==> config.mk <==
export PLATFORM = sky130hd
export DESIGN_NAME = lock_ctrl
export DESIGN_NICKNAME = d
export VERILOG_FILES = /design/src/rtl/lock_ctrl.sv
export SDC_FILE = /design/constraint.sdc
export NUM_CORES = 1
export LEC_CHECK = 0
export ABC_AREA = 1
export CELL_PAD_IN_SITES_DETAIL_PLACEMENT = 1
export CELL_PAD_IN_SITES_GLOBAL_PLACEMENT = 1
export CORE_MARGIN = 10
export CORE_UTILIZATION = 40
export CTS_CLUSTER_SIZE = 30
export DETAILED_ROUTE_END_ITERATION = 10
export GPL_TIMING_DRIVEN = 0
export PLACE_DENSITY = 0.81
export SETUP_SLACK_MARGIN = 0.5
export SLEW_MARGIN = 20
export SYNTH_ARGS = -nofsm -noshare
export SYNTH_HDL_FRONTEND = slang
export SYNTH_SLANG_ARGS = --single-unit
==> constraint.sdc <==
create_clock -name CLK -period 2 [get_ports CLK]
set_input_delay 0.2 -clock CLK [delete_from_list [all_inputs] [get_ports CLK]]
set_output_delay 0.2 -clock CLK [all_outputs]
set_load 0.03 [all_outputs]
==> src/rtl/lock_ctrl.sv <==
// Keypad-to-blink sequencer for the digital lock: collects BCD digits, issues one blink
// request per verdict, then opens, returns to entry, or enforces a timed lockout.
module lock_ctrl #(
    parameter logic [23:0]           CLKFREQ    = 24'd12000000,
    parameter int                    CODE_LEN   = 4,
    parameter logic [4*CODE_LEN-1:0] CODE       = 16'h1234,
    parameter int                    MAX_FAILS  = 3,
    parameter int                    LOCKOUT_DS = 100,
    parameter int                    RELOCK_DS  = 300
) (
    input  logic       CLK,
    input  logic       RST,
    input  logic       KEY_VALID,
    input  logic [3:0] KEY_VAL,
    input  logic       BLINK_DONE,
    output logic       BLINK_GO,
    output logic [4:0] BLINK_ON,
    output logic [4:0] BLINK_OFF,
    output logic [2:0] BLINK_REPEAT,
    output logic       UNLOCKED,
    output logic       LOCKED_OUT,
    output logic [2:0] DIGITS,
    output logic [2:0] FAILS
);

    typedef logic [4*CODE_LEN-1:0] entry_t;

    typedef enum logic [2:0] {
        ST_ENTRY     = 3'd0,
        ST_CHECK     = 3'd1,
        ST_WAIT_OK   = 3'd2,
        ST_WAIT_FAIL = 3'd3,
        ST_WAIT_LOCK = 3'd4,
        ST_OPEN      = 3'd5,
        ST_LOCKOUT   = 3'd6
    } state_t;

    localparam logic [31:0] DS_CYC      = {8'd0, CLKFREQ} / 32'd10;
    localparam logic [31:0] DS_LAST     = DS_CYC - 32'd1;
    localparam logic [15:0] LOCK_LAST   = 16'(LOCKOUT_DS - 1);
    localparam logic [15:0] RELOCK_LAST = 16'(RELOCK_DS - 1);
    localparam logic        RELOCK_EN   = (RELOCK_DS != 0);
    localparam logic [2:0]  LEN_W       = 3'(CODE_LEN);
    localparam logic [2:0]  MAX_W       = 3'(MAX_FAILS);

    localparam logic [1:0] PAT_NONE = 2'd0;
    localparam logic [1:0] PAT_OK   = 2'd1;
    localparam logic [1:0] PAT_FAIL = 2'd2;
    localparam logic [1:0] PAT_LOCK = 2'd3;

    // Packed {ON, OFF, REPEAT} blink pattern for each verdict kind.
    function automatic logic [12:0] blink_pattern(input logic [1:0] kind);
        logic [12:0] p;
        case (kind)
            PAT_OK:   p = {5'd5, 5'd1, 3'd1};
            PAT_FAIL: p = {5'd2, 5'd2, 3'd3};
            PAT_LOCK: p = {5'd1, 5'd1, 3'd7};
            default:  p = 13'd0;
        endcase
        return p;
    endfunction

    state_t      state_r, state_nxt_s;
    entry_t      entry_r, entry_nxt_s;
    logic [2:0]  digits_r, digits_nxt_s;
    logic [2:0]  fails_r, fails_nxt_s;
    logic        go_r, go_nxt_s;
    logic [12:0] pat_r, pat_nxt_s;
    logic        unlocked_r, locked_r;
    logic [31:0] pre_r;
    logic [15:0] ds_r;
    logic        timed_s, ds_tick_s, relock_hit_s, lock_hit_s;

    assign timed_s      = (state_r == ST_OPEN) || (state_r == ST_LOCKOUT);
    assign ds_tick_s    = (pre_r == DS_LAST);
    assign relock_hit_s = RELOCK_EN && ds_tick_s && (ds_r == RELOCK_LAST);
    assign lock_hit_s   = ds_tick_s && (ds_r == LOCK_LAST);

    // State and registered-output update.
    always_ff @(posedge CLK) begin
        if (RST) begin
            state_r    <= ST_ENTRY;
            entry_r    <= '0;
            digits_r   <= 3'd0;
            fails_r    <= 3'd0;
            go_r       <= 1'b0;
            pat_r      <= 13'd0;
            unlocked_r <= 1'b0;
            locked_r   <= 1'b0;
        end else begin
            state_r    <= state_nxt_s;
            entry_r    <= entry_nxt_s;
            digits_r   <= digits_nxt_s;
            fails_r    <= fails_nxt_s;
            go_r       <= go_nxt_s;
            pat_r      <= pat_nxt_s;
            unlocked_r <= (state_nxt_s == ST_OPEN);
            locked_r   <= (state_nxt_s == ST_LOCKOUT);
        end
    end

    // Cycle prescaler and decisecond counter, restarted on every state change.
    always_ff @(posedge CLK) begin
        if (RST || (state_nxt_s != state_r) || !timed_s) begin
            pre_r <= 32'd0;
            ds_r  <= 16'd0;
        end else if (ds_tick_s) begin
            pre_r <= 32'd0;
            ds_r  <= ds_r + 16'd1;
        end else begin
            pre_r <= pre_r + 32'd1;
        end
    end

    // Next-state and next-output decode; keys are only acted on when no transition is pending.
    always_comb begin
        state_nxt_s  = state_r;
        entry_nxt_s  = entry_r;
        digits_nxt_s = digits_r;
        fails_nxt_s  = fails_r;
        go_nxt_s     = 1'b0;
        pat_nxt_s    = pat_r;
        case (state_r)
            ST_ENTRY: begin
                if (digits_r == LEN_W) begin
                    state_nxt_s = ST_CHECK;
                end else if (KEY_VALID && (KEY_VAL <= 4'd9)) begin
                    entry_nxt_s  = entry_t'({entry_r, KEY_VAL});
                    digits_nxt_s = digits_r + 3'd1;
                end else if (KEY_VALID && (KEY_VAL == 4'hF)) begin
                    entry_nxt_s  = '0;
                    digits_nxt_s = 3'd0;
                end else begin
                    digits_nxt_s = digits_r;
                end
            end
            ST_CHECK: begin
                go_nxt_s     = 1'b1;
                digits_nxt_s = 3'd0;
                if (entry_r == CODE) begin
                    fails_nxt_s = 3'd0;
                    pat_nxt_s   = blink_pattern(PAT_OK);
                    state_nxt_s = ST_WAIT_OK;
                end else if ((fails_r + 3'd1) < MAX_W) begin
                    fails_nxt_s = fails_r + 3'd1;
                    pat_nxt_s   = blink_pattern(PAT_FAIL);
                    state_nxt_s = ST_WAIT_FAIL;
                end else begin
                    fails_nxt_s = MAX_W;
                    pat_nxt_s   = blink_pattern(PAT_LOCK);
                    state_nxt_s = ST_WAIT_LOCK;
                end
            end
            ST_WAIT_OK, ST_WAIT_FAIL, ST_WAIT_LOCK: begin
                if (BLINK_DONE) begin
                    pat_nxt_s = blink_pattern(PAT_NONE);
                    if (state_r == ST_WAIT_OK) begin
                        state_nxt_s = ST_OPEN;
                    end else if (state_r == ST_WAIT_FAIL) begin
                        state_nxt_s = ST_ENTRY;
                    end else begin
                        state_nxt_s = ST_LOCKOUT;
                    end
                end else begin
                    pat_nxt_s = pat_r;
                end
            end
            ST_OPEN: begin
                if ((KEY_VALID && (KEY_VAL == 4'hF)) || relock_hit_s) begin
                    state_nxt_s = ST_ENTRY;
                end else begin
                    state_nxt_s = ST_OPEN;
                end
            end
            ST_LOCKOUT: begin
                if (lock_hit_s) begin
                    fails_nxt_s = 3'd0;
                    state_nxt_s = ST_ENTRY;
                end else begin
                    state_nxt_s = ST_LOCKOUT;
                end
            end
            default: begin
                state_nxt_s  = ST_ENTRY;
                digits_nxt_s = 3'd0;
                pat_nxt_s    = 13'd0;
            end
        endcase
    end

    assign BLINK_GO     = go_r;
    assign BLINK_ON     = pat_r[12:8];
    assign BLINK_OFF    = pat_r[7:3];
    assign BLINK_REPEAT = pat_r[2:0];
    assign UNLOCKED     = unlocked_r;
    assign LOCKED_OUT   = locked_r;
    assign DIGITS       = digits_r;
    assign FAILS        = fails_r;

endmodule

Yosys cells after proc, flatten, opt, wreduce, memory -nomap -nowiden
Index checks and enable logic that the tools add are counted.
{"block": "word_totals", "ff_bits": 89, "inputBits": 8, "output_inout_bits": 22, "word_cells": 82}
{"block": "op_classes", "add_sub_neg": 4, "order_cmp": 2, "eq_ne": 19, "n_mux": 24, "n_bitwise": 3, "reduce_logical": 20}
{"operator": "$mux W3", "count": 14}
{"operator": "$pmux W13 S3", "count": 1}
{"operator": "$add A32 B1 Y32 const B", "count": 1}
{"operator": "$eq A32 B21 Y1 const B", "count": 1}
{"operator": "$mux W16", "count": 2}
{"operator": "$eq A3 B3 Y1 const B", "count": 6}
{"operator": "$add A16 B1 Y16 const B", "count": 1}
{"operator": "$eq A16 B13 Y1 const B", "count": 1}
{"operator": "$eq A16 B7 Y1 const B", "count": 1}
{"operator": "$eq A16 B9 Y1 const B", "count": 1}
{"operator": "$pmux W3 S5", "count": 1}
{"operator": "$mux W13", "count": 1}
{"operator": "$pmux W3 S2", "count": 2}
{"operator": "$mux W11", "count": 1}
{"operator": "$mux W10", "count": 1}
{"operator": "$add A3 B1 Y3 const B", "count": 2}
{"operator": "$eq A3 B2 Y1 const B", "count": 2}
{"operator": "$ne A2 B2 Y1 const B", "count": 3}
{"operator": "$reduce_and A3 Y1", "count": 2}
{"operator": "$reduce_or A3 Y1", "count": 2}
{"operator": "$reduce_or A5 Y1", "count": 1}
{"operator": "$eq A4 B4 Y1 const B", "count": 1}
{"operator": "$le A4 B4 Y1 const B", "count": 1}
{"operator": "$logic_and A1 B1 Y1", "count": 4}
{"operator": "12 further kinds", "count": 19}

Logic depth before layout (Yosys ltp)
{"block": "depth", "depth_word": 9, "mapped_depth": 13, "depth_no_buf": 11}

Worst setup path after synthesis
Ideal clock, no wire load.
{"block": "synth_timing", "path_kind": "flip-flop to flip-flop", "startpoint": "register fails_r[0], in the netlist FAILS[0]", "endpoint": "register pre_r[10]", "setup_time_ns": 0.117, "arrival_ns": 1.699, "t_required_ns": 1.883, "setup_slack_ns": 0.184, "stages_incl_launch_ff": 11, "n_path_buf": 1, "period_less_slack_ns": 1.816, "cell_sequence": "dfxtp_1 > ha_1 > inv_1 > o211ai_1 > nand3_1 > nand2_1 > inv_1 > nand4_4 > nand3_4 > buf_8 > nor2_2"}
{"block": "synth_via", "elab_chain_len": 9}
{"item": "from (decl)", "line_no": "66", "source": "logic [2:0] fails_r, fails_nxt_s;"}
{"item": "from (signal assigned)", "line_no": "94", "source": "fails_r <= fails_nxt_s;"}
{"item": "$add A3 B1 Y3", "line_no": "144", "source": "end else if ((fails_r + 3'd1) < MAX_W) begin"}
{"item": "$lt A3 B2 Y1", "line_no": "144"}
{"item": "$mux W3", "line_no": "144"}
{"item": "$mux W3", "line_no": "140", "source": "if (entry_r == CODE) begin"}
{"item": "$pmux W3 S5", "line_no": "123", "source": "case (state_r)"}
{"item": "$ne A3 B3 Y1", "line_no": "104", "source": "if (RST || (state_nxt_s != state_r) || !timed_s) begin"}
{"item": "$logic_or A1 B1 Y1 (2 in a row)", "line_no": "104"}
{"item": "$reduce_or A2 Y1 (no source line)"}
{"item": "to (signal assigned)", "line_no": "111", "source": "pre_r <= pre_r + 32'd1;"}
{"item": "to (decl)", "line_no": "70", "source": "logic [31:0] pre_r;"}
No other way between the ends.
A chain may end at the register's enable or synchronous reset.

Final worst setup path
{"block": "layout_timing", "startpoint": "register fails_r[1], in the netlist FAILS[1]", "endpoint": "register pre_r[14]"}
Same word-level chain as after synthesis.

==> results.md <==
* Die Footprint at 16,090 sq um
* Vias in the first global route at 4,753
* Worst hold path endpoint: pat_r[9]
* Period utilization at 102.8%
* Worst clock skew at 0.01489 ns
* Power Density at 644.5 nW/um^2
* Tot GR Track Use at 17.32%
* Cell repeated most along the worst path: inv_2
* WL/cell at 19.99 um
* Bufs on Longest Clock Path at 2
* Most frequent cells in the layout: 130 x nand2_1, 86 x inv_1, 74 x nor2_1
* FF-to-FF Start: FAILS[1]
* IO buf count at 23
* Htree depth at 3
* Syn Std Cell Area at 4568 sq um
* Clk_lat worst skew at 0.36 ns
* Achievable clock frequency at 486.4 MHz
* Req. time, crit path at 2.27 ns
* Seq/Total Area, Yosys at 35.94%
* Worst-path clk slew at 0.08 ns
* Max-slew headroom at 51.72%
* Tmin final at 2.056 ns
* Simple-Gate Fraction of Synth Area at 36.65%
* R2R Setup Slk at -0.06 ns
* Root buf cell: clkbuf_16
* Overall die height at 126.9 um
* Core area at 11,030 sq um
* Critical path arrival at 2.32 ns
* Distinct cells, synth at 35
* Endpoints failing setup at 13
* Initial antenna violation count at 0
* Synth Area in Compound Gates at 6.026%
* TritonRoute pass-1 iters at 5
* CP max stage cell: o211ai_1
* Final Hold Fails at 0
* Initial Utilization at 41.41%
* Cells after synthesis at 680
* Hold depth at 2
* TritonCTS clock tree: yes
* Failing checks: negative setup slack
* Fraction of layout cells with a size suffix above 1 at 31.75%
* Routed Antenna Nets at 0
* Yosys Warn Count at 0
* Clock sink count at 82
* DIE WIDTH at 126.9 um
* Number of remaining DRC errors at 0
* Hold Crit Class: in2reg
* Synth top area share at 35.94%
* Detailed Place HPWL at 9.698 mm
* DRT iter0 DRCs at 302
* Critical path cell sequence: ha_4 -> inv_2 -> o211ai_1 -> nand3_2 -> nand2_2 -> inv_2 -> nand4_4 -> nand3_4 -> buf_6 -> nor2_1
* Flops & latches, synth at 82
* Peak supply drop at 0.5778 mV
* Layout overhead on the synthesized area at 38.98%
* Post-Synth XOR/XNOR Area at 8.053%
* Slack of the critical path at -0.05601 ns
* NumNets Final at 789
* Vias at 4,994
* CP endpoint kind: flop
* Post-DR vias/cell at 5.422
* Combinational family with the most area after synthesis: simple AND/OR/NAND/NOR gates
* Gp weighted congestion at 0.9221
* Final core utilization at 57.55%
* Commonest non-fill, non-tap cell in the layout: nand2_1
* Avg Synthesized Cell Area at 6.718 sq um
* Io pins at 30
* Hold_sp: RST
* Status: finished, violations left
* Largest cells by area after synthesis: dfxtp_1 36%, nand2_1 12%, inv_1 8.5%
* R2R cell count at 10
* Largest area contributor in the netlist: dfxtp_1
* Slowest stage delay, CP at 0.37 ns
* RSZ-0062 raised after global routing: true
* Power, Total at 0.004091 W
* Post-synthesis mux area share at 0%
* Crit start category: flop
* DRT Wirelength at 18.41 mm
* Adder-Cell Fraction of Synth Area at 1.369%
* Largest net degree at the start of global routing at 15
* Worst-Margin Slew at 0.7242 ns
* Row Count at 38
* # diodes at 0
* P_leak at 2.506 nW
* Gr ovfl total at 0
* Reg2reg end: pre_r[14]
* Final max-slew violation count at 0
* CP max FO at 10
* Worst Path Class, Setup: reg2reg
* Num CTS Buffers at 9
* Max-cap violations at 0
* First-pass GRT wire length at 23.29 mm
## final cells by class
class,instances,area [sq um]
timing repair buffer,81,732.0
sequential,82,1699
fill,1354,4682
inverter,106,407.9
clock buffer,11,232.7
tap,140,175.2
clock inverter,5,32.53
multi-input combinational,476,2888
buffer,20,181.4
## metrics by stage
step / area [sq um] / setup TNS (ns) / worst slack, ns / hold slack (ns) / instances
2_1_floorplan: 4652 / 0 / 0.3597 / 0.3474 / 684
3_3_place_gp: 5057 / 0 / 0.03172 / 0.4373 / 847
3_5_place_dp: 5057 / -0.1187 / -0.02725 / 0.4397 / 847
4_1_cts: 5638 / 0 / 0.1334 / 0.07852 / 882
5_1_grt: 6349 / -2.466 / -0.1316 / 0.07290 / 921
6_report: 6349 / -0.2522 / -0.05601 / 0.06662 / 921
## Yosys cell counts, drive strengths merged
cell type	number
dfxtp	82
nor4	5
xor2	36
xnor2	6
o21a	1
o21ai	20
buf	17
nor3b	1
clkbuf	3
nand2	155
nand4	15
or2	2
nor3	28
a31oi	2
a211oi	1
conb	1
nand3	40
o211ai	1
nor2	121
nand3b	4
a21oi	28
ha	5
inv	106
## sequential cells by signal (all words and copies together) (netlist names)
| register | flops |
|---|---|
| pat_r | 6 |
| state_r | 3 |
| LOCKED_OUT | 1 |
| FAILS | 3 |
| DIGITS | 3 |
| BLINK_GO | 1 |
| UNLOCKED | 1 |
| pre_r | 32 |
| ds_r | 16 |
| entry_r | 16 |
## worst max-delay path: cells and delay by family, from the launching register on
family	cells	cell delay, ns
simple gates	5	0.68
compound gates	1	0.37
flops	1	0.35
buf+inv	3	0.30
fa+ha+maj	1	0.26
## worst max-delay path by stage
stage,endpoint,from,cells past startpoint
final,pre_r[14],FAILS[1],10
after detailed placement,entry_r[0],KEY_VAL[1],8
after CTS,pre_r[14],FAILS[1],10
after global placement,entry_r[14],KEY_VAL[1],8
after global routing,pre_r[14],FAILS[1],10
after floorplan,pre_r[9],FAILS[0],10
## what timing repair did
| item | in CTS | in global routing |
|---|---|---|
| cloned | 2 | 0 |
| buffers inserted | 17 | 39 |
| pin swaps | 14 | 39 |
| endpoints found under the setup margin | 93 | 81 |
| hold buffers | 0 | 0 |
| gates resized for setup | 69 | 135 |
## metal layers
layer | GRT usage, % | share of wire (%) | vias to the layer above
met2 | 30.59 | 51 | 199
met5 | 0 | 0 | -
met1 | 20.11 | 39 | 2423
met4 | 6.162 | 4.7 | 0
met3 | 3.665 | 4.9 | 72
li1 | - | - | 2300
## power breakdown
part	internal (W)	leakage, nW	switching [W]
clock network	0.000843	0.133	0.000765
registers	0.00167	0.677	0.0000497
logic	0.000307	1.70	0.000455
## kinds of logic (layout without fill, tap and decap cells)
| family | Yosys count | after routing |
|---|---|---|
| compound gates | 53 | 53 |
| fa+ha+maj | 5 | 5 |
| flops | 82 | 82 |
| xor+xnor | 42 | 42 |
| buf+inv | 126 | 223 |
| other cells | 1 | 5 |
| simple gates | 371 | 371 |
Note: power is estimated with default switching activity, not from simulation.
==> RTL edit 1, RTL diff (config.mk and constraints unchanged) <==
The 7 states of `state_t` get a Gray code encoding in 3 bits.
--- a/src/rtl/lock_ctrl.sv
+++ b/src/rtl/lock_ctrl.sv
@@ -28,9 +28,9 @@
     typedef enum logic [2:0] {
-        ST_ENTRY     = 3'd0,
-        ST_CHECK     = 3'd1,
-        ST_WAIT_OK   = 3'd2,
-        ST_WAIT_FAIL = 3'd3,
-        ST_WAIT_LOCK = 3'd4,
-        ST_OPEN      = 3'd5,
-        ST_LOCKOUT   = 3'd6
+        ST_ENTRY     = 3'b000,
+        ST_CHECK     = 3'b001,
+        ST_WAIT_OK   = 3'b011,
+        ST_WAIT_FAIL = 3'b010,
+        ST_WAIT_LOCK = 3'b110,
+        ST_OPEN      = 3'b111,
+        ST_LOCKOUT   = 3'b101
     } state_t;
Function: same outputs for any inputs over 10 cycles, from zero or initial values and one cycle with RST high; not proved beyond that.
==> RTL edit 1 against the unedited design <==
Sequential cell count stayed put; clock skew shrank 0.0013 ns; cell area is essentially flat; area after synthesis rose by 0.71%; non-clock buffer count down 12; final cell count fell by 0.98%; worst setup slack improved by 0.19 ns; critical path type unchanged; synthesized cell count is 0.15% lower; routed wire length shrank 3.7%.
Power is not compared: it rests on default switching activity, and its combinational part moved more than twofold at a synthesized area within 25%.
==> RTL edit 1: results (changes against the unedited design) <==
diodes: 0  # unchanged
cp_slowest_stage_delay_ns: 0.34  # -0.03 ns
ir_drop_mv: 0.486
drt-pass1-iter-count: 4  # -1
postPlaceCellArea_sq_mm: 0.00508  # +0.37%
yosysSeqAreaShare: 0.357  # -0.00254
seq_power_mw: 1.64
numCtsBuffers: 9  # unchanged
grt_first_pass_wirelength_mm: 24.2  # +4.0%
n_fill_cell: 1380  # +1.9%
holdWs_ns: 0.204  # +0.138 ns
synth_area_leaders: "dfxtp_1 36%, nand2_1 13%, nor2_1 8.7%"
hold_path_class: "in2reg"
worstPathArrival_ns: 2.14  # -0.18 ns
finalClockSkew_ns: 0.0136  # -0.00126 ns
synth_edf_count: 0  # unchanged
cpLargestDelayFamily: "simple AND/OR/NAND/NOR gates"
gp_congestion: 0.940  # +1.9%
hold_end: "entry_r[1]"
num-nets-final: 777  # -1.5%
dp_slack_ns: -0.0212  # +0.00605 ns
syn_inst: 679  # -0.15%
drive_gt1_frac: 0.325  # +0.00756
drt-wirelength-per-cell_um: 19.4  # -2.7%
grt_util_all_layers: 0.182  # +0.00885
critPathSlowestCell: "dfxtp_1"
relSlewSlack: 0.505  # -0.0122
min_path_cells: 3  # +1
netSwitchingPower_uw: 923
hpwl_mm: 9.58  # -1.2%
r2r-end: "pre_r[7]"
p_int_mw: 2.68
ys_async_sr_fraction: 0  # unchanged
grt_max_degree: 16  # +1
ys_types: 33  # -5.7%
clkTransAtPathRegs_ns: 0.07
critPathKind: "reg2reg"
vias: 4823  # -3.4%
h-tree-depth: 3  # unchanged
clk-insertion-delay-late_ns: 0.36  # about the same
root_buffer: "clkbuf_16"
synth_commonest_cells: "158 x nand2_1, 107 x nor2_1, 106 x inv_1"
antenna_found_initial: 0  # unchanged
place_inst: 850  # +0.35%
drtIter0Drc: 331  # +9.6%
worstHoldStart: "KEY_VAL[1]"
cp_max_fo: 6  # -4
run_status: "complete, no violations"
io_buffers: 24  # +4.3%
reg2reg_depth: 10  # unchanged
fin_cells: 912  # -0.98%
p_leak_nw: 2.53
reg.largest.list: "pre_r (32), ds_r (16), entry_r (16)"
regToRegStartpoint: "entry_r[3]"
regToRegSetupSlack_ns: 0.14  # +0.19 ns
grt_pass1_vias: 4913  # +3.4%
final_antenna_net_count: 0  # unchanged
==> RTL edit 1: what timing repair did <==
item	4_1_cts	5_1_grt
gates resized for setup	93	124
buffers inserted	31	11
pin swaps	22	31
hold endpoints to repair	0	0
endpoints found under the setup margin	93	78
gates cloned	2	2
==> RTL edit 1: area by class of cell <==
| type | instances | area, sq um | share of cell area |
|---|---|---|---|
| Clock buffer | 9 | 225 | 0.0355 |
| Tap cell | 143 | 179 | 0.0282 |
| Timing Repair Buffer | 70 | 666 | 0.105 |
| Multi-Input combinational cell | 474 | 2910 | 0.458 |
| Sequential cell | 82 | 1690 | 0.267 |
| Inverter | 108 | 418 | 0.0659 |
| Buffer | 19 | 183 | 0.0288 |
| Clock inverter | 7 | 76.3 | 0.0120 |
==> RTL edit 1: worst max path at each step <==
stage | endpoint | slack (ns) | cells past startpoint
final | pre_r[7] | 0.14 | 10
after global routing | ds_r[10] | 0.06 | 11
after CTS | ds_r[1] | 0.29 | 12
after detailed placement | entry_r[14] | -0.02 | 8
after global placement | entry_r[1] | 0.05 | 8
after floorplan | pre_r[15] | 0.37 | 11
==> RTL edit 1: cells by family after synthesis <==
family | count (synthesis) | synth area share
buf+inv | 127 | 0.119
other cells | 1 | 0.000815
simple gates | 381 | 0.382
xor+xnor | 43 | 0.0819
fa+ha+maj | 5 | 0.0136
compound gates | 40 | 0.0460
flops | 82 | 0.357
==> RTL edit 1: per-layer routing <==
| metal | vias up | track usage | wire [um] |
|---|---|---|---|
| met5 | - | 0 | 0 |
| met4 | 0 | 0.0831 | 625 |
| met3 | 47 | 0.0331 | 751 |
| met2 | 136 | 0.326 | 9400 |
| met1 | 2387 | 0.205 | 6950 |
| li1 | 2253 | - | - |
==> RTL edit 2, RTL diff (same flow settings) <==
Made on the original files. Change the parameter `CODE_LEN` from 4 to 8.
--- a/src/rtl/lock_ctrl.sv
+++ b/src/rtl/lock_ctrl.sv
@@ -4,3 +4,3 @@
     parameter logic [23:0]           CLKFREQ    = 24'd12000000,
-    parameter int                    CODE_LEN   = 4,
+    parameter int                    CODE_LEN   = 8,
     parameter logic [4*CODE_LEN-1:0] CODE       = 16'h1234,
Function: changed (Yosys sat finds a counterexample within 4 cycles, from zero or initial values and one cycle with RST high).
==> RTL edit 2 against the unedited design <==
Non-clock buffer count grew 6; area after synthesis is 13% higher; critical endpoint is now pre_r[30]; the flow still finishes with violations (negative setup slack); largest cell class unchanged; routed wire length up 9.2%; sequential cell count is 16 higher; worst setup slack worse by 0.066 ns; cell area rose by 18%.
Power is not compared: it rests on default switching activity, and its combinational part moved more than twofold at a synthesized area within 25%.
==> RTL edit 2: results (changes against the unedited design) <==
clockBufferCount: 9  # -2
grtUsageMet1: 0.202  # +0.00124
drt-wirelength-per-cell_um: 19.4  # -3.0%
routedLengthMet1_mm: 7.92  # +10%
reg.largest.list: "entry_r (32), pre_r (32), ds_r (16)"
cp_max_fo: 7  # -3
run_status: "finished, violations left"
seq-cell-share: 0.271  # +0.00341
wl_met3_um: 698  # -23%
multiInputCombCellCount: 524  # +10%
hpwl_mm: 11.3  # +16%
final-setup-viol-count: 49  # +36
dr_wl_met2_mm: 10.8  # +15%
synth_commonest_cells: "208 x nand2_1, 110 x inv_1, 98 x dfxtp_1"
yosysSeqAreaShare: 0.379  # +0.0195
area_share_nonclk_buffers: 0.138  # -0.00549
grt_first_pass_wirelength_mm: 27.0  # +16%
worst_slack_ns: -0.122  # -0.0665 ns
num-nets-final: 873  # +11%
failed_checks: "negative setup slack"
holdWs_ns: 0.175  # +0.109 ns
multi_input_area_share: 0.458  # +0.00337
synthAdderAreaFrac: 0.0121  # -0.00161
hold_end: "entry_r[3]"
worstHoldStart: "KEY_VAL[3]"
cts_resized: 123  # +78%
clk_share: 0.0414  # -0.000353
n_fill_cell: 1568  # +16%
synth_area_leaders: "dfxtp_1 38%, nand2_1 15%, inv_1 8.0%"
synth-compound-area-share: 0.0725  # +0.0122
use_met2: 0.346  # +0.0402
routed_via_density: 5.28  # -2.5%
use_met3: 0.0265  # -0.0101
clock_sinks: 98  # +20%
startpoint: "entry_r[22]"
cp-endpoint: "pre_r[30]"
min_path_cells: 3  # +1
relSlewSlack: 0.510  # -0.00758
synth_xor_area_frac: 0.0609  # -0.0196
drt-pass1-iter-count: 4  # -1
signal_buffers: 107  # +5.9%
-- RTL edit 2: through the flow --
stage          TNS (ns)  utilization  power, mW  std cells  area [sq um]
2_1_floorplan         0            -       3.33        768          5260
3_3_place_gp      -6.44        0.451       3.82        964          5720
3_5_place_dp     -11.17        0.451       3.91        964          5720
4_1_cts               0        0.526       6.27       1012          6670
5_1_grt           -8.78        0.589       7.22       1037          7460
6_report          -2.91        0.589       6.97       1037          7460
-- RTL edit 2: report_power, final --
group	switching, mW	total [mW]	internal (mW)
Combinational	1.69	2.77	1.09
Sequential	0.162	2.27	2.11
Clock	0.931	1.93	1.00
Total	2.78	6.97	4.19
-- RTL edit 2: worst reg2reg max path, stage by stage, from the launching register on --
cell and delay [ns]:
dfxtp_1 0.37, inv_1 0.10, nand2_1 0.06, nor2_1 0.18, nand2_1 0.09, nor2_1 0.12
nand2_1 0.12, nand2_1 0.10, nand2_1 0.10, nand4_1 0.15, nand4_4 0.16, buf_12 0.19
buf_16 0.14, nor3_4 0.15
